===== config.mk =====
export PLATFORM = sky130hd
export DESIGN_NAME = ttl_138_strobe_arbiter
export DESIGN_NICKNAME = d
export VERILOG_FILES = /design/src/rtl/ttl_138_strobe_arbiter.sv
export SDC_FILE = /design/constraint.sdc
export NUM_CORES = 1
export LEC_CHECK = 0
export BUFFER_PORTS_ARGS = -buffer_cell sky130_fd_sc_hd__buf_2
export CORE_AREA = 3 3 49 51
export DETAILED_ROUTE_END_ITERATION = 16
export DIE_AREA = 0 0 52 54
export PLACE_DENSITY = 0.79
export SLEW_MARGIN = 20
export SYNTH_ARGS = -nofsm -noshare
export SYNTH_HDL_FRONTEND = slang
export SYNTH_SLANG_ARGS = --single-unit

===== constraint.sdc =====
create_clock -name clk -period 2 [get_ports clk]
set_input_delay 0.4 -clock clk [delete_from_list [all_inputs] [get_ports clk]]
set_output_delay 0.4 -clock clk [all_outputs]
set_load 0.05 [all_outputs]

===== src/rtl/ttl_138_strobe_arbiter.sv =====
// ---------------------------------------------------------------------------
// ttl_138_strobe_arbiter
//
// Arbitrates eight level requests onto a 74138 3-to-8 decoder. A winner's
// code is presented on the C,B,A pins for one setup cycle. The active-low
// G2An strobe is then pulsed for PULSE_W cycles. An optional guard gap of
// GAP_W cycles follows, during which the address is still held. The winner
// gets a one-cycle ack on the first cycle after the strobe releases.
//
// Configuration macro:
//   STROBE_ROUND_ROBIN_EN  defined   -> round-robin arbitration with a
//                                       rotating priority pointer
//                          undefined -> fixed priority, req[0] highest
//
// Parameters:
//   PULSE_W    strobe low width in cycles, 1..15
//   GAP_W      idle guard width after the strobe in cycles, 0..15
//
// Ports:
//   clk        rising-edge clock
//   reset_n    asynchronous active-low reset
//   req        level requests; bit i asks for decoder output Y[i]
//   inhibit    blocks new grants (only looked at while idle)
//   dec_a      select code to decoder C,B,A
//   dec_g1     decoder G1 enable (active high)
//   dec_g2a_n  decoder G2An strobe (active low)
//   ack        one-hot, one-cycle completion pulse per requester
//   busy       high whenever a transaction is in progress
//
// Every output is a flop. No input reaches an output combinationally.
// ---------------------------------------------------------------------------
module ttl_138_strobe_arbiter #(
   parameter int unsigned PULSE_W = 2,
   parameter int unsigned GAP_W   = 1
) (
   input  logic       clk,
   input  logic       reset_n,
   input  logic [7:0] req,
   input  logic       inhibit,
   output logic [2:0] dec_a,
   output logic       dec_g1,
   output logic       dec_g2a_n,
   output logic [7:0] ack,
   output logic       busy
);

   typedef enum logic [1:0] {
      IDLE   = 2'd0,
      SETUP  = 2'd1,
      STROBE = 2'd2,
      GAP    = 2'd3
   } state_t;

   // The counters load "cycles remaining minus one" on state entry. The
   // state is left on the cycle the counter reads zero.
   localparam logic [3:0] PULSE_LD = 4'(PULSE_W - 1);
   localparam logic [3:0] GAP_LD   = (GAP_W == 0) ? 4'd0 : 4'(GAP_W - 1);

   state_t     state;
   logic [3:0] cnt;
   // Low for the first edge after reset release. The earliest grant
   // therefore lands on the second rising edge.
   logic       armed;

   logic       win_vld;
   logic [2:0] win_idx;

`ifdef STROBE_ROUND_ROBIN_EN
   logic [2:0] ptr;

   // Scan from the farthest slot back toward the pointer. The requester
   // closest to the pointer (inclusive) overwrites the others and wins.
   always_comb begin
      // NOTE: default every combinational output first so no path can
      // leave a value unassigned and infer a latch.
      win_vld = 1'b0;
      win_idx = ptr;
      for (int k = 7; k >= 0; k--) begin
         if (req[3'(ptr + 3'(k))]) begin
            win_vld = 1'b1;
            win_idx = 3'(ptr + 3'(k));
         end
      end
   end
`else
   // Fixed priority: the lowest set index wins.
   always_comb begin
      // NOTE: default every combinational output first so no path can
      // leave a value unassigned and infer a latch.
      win_vld = 1'b0;
      win_idx = 3'd0;
      for (int k = 7; k >= 0; k--) begin
         if (req[k]) begin
            win_vld = 1'b1;
            win_idx = 3'(k);
         end
      end
   end
`endif

   // A single sequencer computes every output from the state being entered.
   // This keeps all outputs registered and aligned with the state.
   always_ff @(posedge clk or negedge reset_n) begin
      if (!reset_n) begin
         // NOTE: sequential state uses non-blocking assignments only, so
         // every flop samples pre-edge values regardless of statement order.
         state     <= IDLE;
         cnt       <= 4'd0;
         armed     <= 1'b0;
         dec_a     <= 3'd0;
         dec_g1    <= 1'b0;
         dec_g2a_n <= 1'b1;
         ack       <= 8'd0;
         busy      <= 1'b0;
`ifdef STROBE_ROUND_ROBIN_EN
         ptr       <= 3'd0;
`endif
      end else begin
         armed <= 1'b1;
         ack   <= 8'd0;
         unique case (state)
            IDLE: begin
               if (armed && !inhibit && win_vld) begin
                  state  <= SETUP;
                  dec_a  <= win_idx;
                  dec_g1 <= 1'b1;
                  busy   <= 1'b1;
`ifdef STROBE_ROUND_ROBIN_EN
                  ptr    <= win_idx + 3'd1;
`endif
               end
            end
            SETUP: begin
               state     <= STROBE;
               dec_g2a_n <= 1'b0;
               cnt       <= PULSE_LD;
            end
            STROBE: begin
               if (cnt == 4'd0) begin
                  dec_g2a_n <= 1'b1;
                  ack       <= 8'd1 << dec_a;
                  if (GAP_W == 0) begin
                     state  <= IDLE;
                     dec_g1 <= 1'b0;
                     busy   <= 1'b0;
                  end else begin
                     state <= GAP;
                     cnt   <= GAP_LD;
                  end
               end else begin
                  cnt <= cnt - 4'd1;
               end
            end
            GAP: begin
               if (cnt == 4'd0) begin
                  state  <= IDLE;
                  dec_g1 <= 1'b0;
                  busy   <= 1'b0;
               end else begin
                  cnt <= cnt - 4'd1;
               end
            end
            default: state <= IDLE;
         endcase
      end
   end

endmodule


==> results.toml <==
[floorplan]
fp.dieH_um = 54
core_mm2 = 0.001982
row_count = 16
dieArea_mm2 = 0.002808
io_pins = 25
chipWidth_um = 52
start_util_pct = 50.63

[pwr]
irDropWorstVdd_mv = 0.8891
p_leak_nw = 0.5884
power_density_mw_per_mm2 = 1572

[global_routing]
grt_max_degree = 21
gr-usage-all-layers_pct = 15.37
antenna_found_initial = 0
grt_overflow = 0
grt_pass1_vias = 789
grt_first_pass_wirelength_mm = 3.180

[clock_tree]
clkSinkCount = 20
cts_root_buf = "clkbuf_4"
cts_tree = "built"
h-tree-depth = 1
cts_buffers = 3
clkSlewWorstSetupHoldPaths_ns = 0.11
postCtsResizedCells = 0
hold_buffers = 0
clock_latency_ns = 0.29
clock_path_buffers = 2
post_cts_buffers = 0

[hold_path]
hp-class = "primary input to asynchronous set/reset pin"

[timing]
setup_tns_ns = 0
min_period_ns = 1.560
setup_viol = 0
slew_viol_final = 0
post-route-period-util_pct = 77.98
rsz0062_at_grt = "false"
final_hold_viol_count = 0
final.setup_skew_ns = 0.005431
timing.fmax_mhz = 641.2

[cells_and_area]
seqCellArea_um2 = 501.7
final_layout_size_suffix_gt1_share_pct = 24.03
final_common_cell = "buf_2"
multi_input_area_um2 = 452.9
antenna_cells = 0
fillCellCount = 183
fin_util_pct = 60.48
final_nets = 147
mostFrequentLayoutCells = "buf_2 (24), dfrtp_1 (19), nor2_1 (10)"
syn_to_final_growth_pct = 19.45

[critical_path]
r2r_slack_ns = 0.44
crit_chain = "inv_1, ha_1, o21ai_0, nand2_1, mux2_1"
r2r_end = "state[1]"
max_stage_delay_ns = 0.41
cp-end-kind = "register"
cp.arrival_ns = 1.74
cp.required_ns = 2.19
reg2reg_from = "state[0]"
cp_max_fo = 9
reg2reg_depth = 5
critical_path_class = "register to register"
slowest_stage = "dfrtp_1"
worstSetupStartpointType = "register"

[route]
drt-total-wl_mm = 1.898
drt_iter0_drc = 23
vias = 823
dr.pass1.iters = 4
wire_per_inst_um = 12.17
viasPerCell = 5.276
ant_nets = 0
drc = 0

[placed_design]
gp_congestion = 0.8001
hpwl_mm = 1.505
port_buffers = 24

[yosys]
avgSynthCellArea_um2 = 9.649
yosys_warnings = 0
ys.flop_type = "dfrtp_1"
syn_inst = 104
syn-num-nets = 121
ys_seq_area_share_pct = 50.00
synth_edf_count = 0
synthesis.area_mm2 = 0.001003
ys_seq_elements = 20
post_synth_num_cell_types = 28
async_flop_share_pct = 100.0

[job]
drv_cap = 0

[run_status]
status = "finished clean"
registers in the layout (all words and copies together) (netlist names):
name,count
state,2
cnt,4
busy,1
ack,8
dec_g2a_n,1
armed,1
dec_a,3
cell type report:
class                   count  share of cell area [%]
repair buffers             25                   10.65
inverters                   8                   2.505
flip-flops and latches     20                   41.86
multi-input cells          72                   37.79
clock buffers               3                   1.879
clock inverters             1                   2.505
well taps                  27                   2.818
Yosys cell counts (2+ instances only):
master / count / area share [%]
o31a_1: 2 / 1.7
dfrtp_1: 19 / 47
o21ai_0: 9 / 4.5
and2_1: 2 / 1.2
nand2_1: 7 / 2.6
a22oi_1: 2 / 1.5
inv_1: 8 / 3.0
a21oi_1: 7 / 3.5
a32oi_1: 2 / 1.7
nand2b_1: 4 / 2.5
o31ai_1: 2 / 1.5
nand3b_1: 2 / 1.5
or4_1: 2 / 1.5
nor3_1: 5 / 2.5
ha_1: 6 / 7.5
clkbuf_1: 3 / 1.1
nor2_1: 10 / 3.7
mux2_1: 2 / 2.2
worst max-delay path by stage:
stage               startpoint        to  slack [ns]  depth (start not counted)
floorplan               req[3]      busy        0.34                          5
global placement        req[3]      busy        0.19                          6
detailed placement      req[3]      busy        0.16                          6
CTS                   state[0]  state[1]        0.45                          5
global route            cnt[1]    cnt[1]        0.33                          6
finish                state[0]  state[1]        0.44                          5
routing by layer:
layer	up-vias	wire length [µm]	GRT usage (%)
met1	386	776	17.23
li1	415	-	-
met2	20	1020	29.29
met4	0	14	5.240
met3	2	86	2.493
met5	-	0	0
where the power goes:
| part | internal (mW) | leakage, nW | total [mW] | switching, mW |
|---|---|---|---|---|
| Sequential | 0.522 | 0.257 | 0.619 | 0.0974 |
| Combinational | 0.315 | 0.304 | 0.942 | 0.627 |
| Clock | 0.202 | 0.0279 | 0.323 | 0.121 |
| Total | 1.04 | 0.588 | 1.88 | 0.845 |
through the flow:
stage	worst slack, ns	instance area [µm²]	total power [mW]	hold slack (ns)	std cells
CTS	0.4510	1199	1.890	0.03962	156
finish	0.4404	1199	1.884	0.02335	156
global placement	0.1863	1146	1.522	0.3634	152
global route	0.3345	1199	2.011	0.03762	156
floorplan	0.3419	1003	1.350	0.1044	104
detailed placement	0.1611	1146	1.565	0.3654	152
cells by family after synthesis:
family	Yosys count	share of synthesized area, %
compound gates	28	17.21
fa+ha+maj	6	7.481
buf+inv	12	4.863
flops	20	50.00
mux	2	2.244
other cells	1	0.3737
simple gates	35	17.83
critical path, delay by kind of cell, from the launching register on:
family                     cells  cell delay, ns
AOI/OAI and AO/OA              1            0.13
adders and majority gates      1            0.38
buffers and inverters          1            0.11
DFF                            1            0.41
muxes                          1            0.31
and+or+nand+nor                1            0.11
Power figures use the tool's default switching activity.
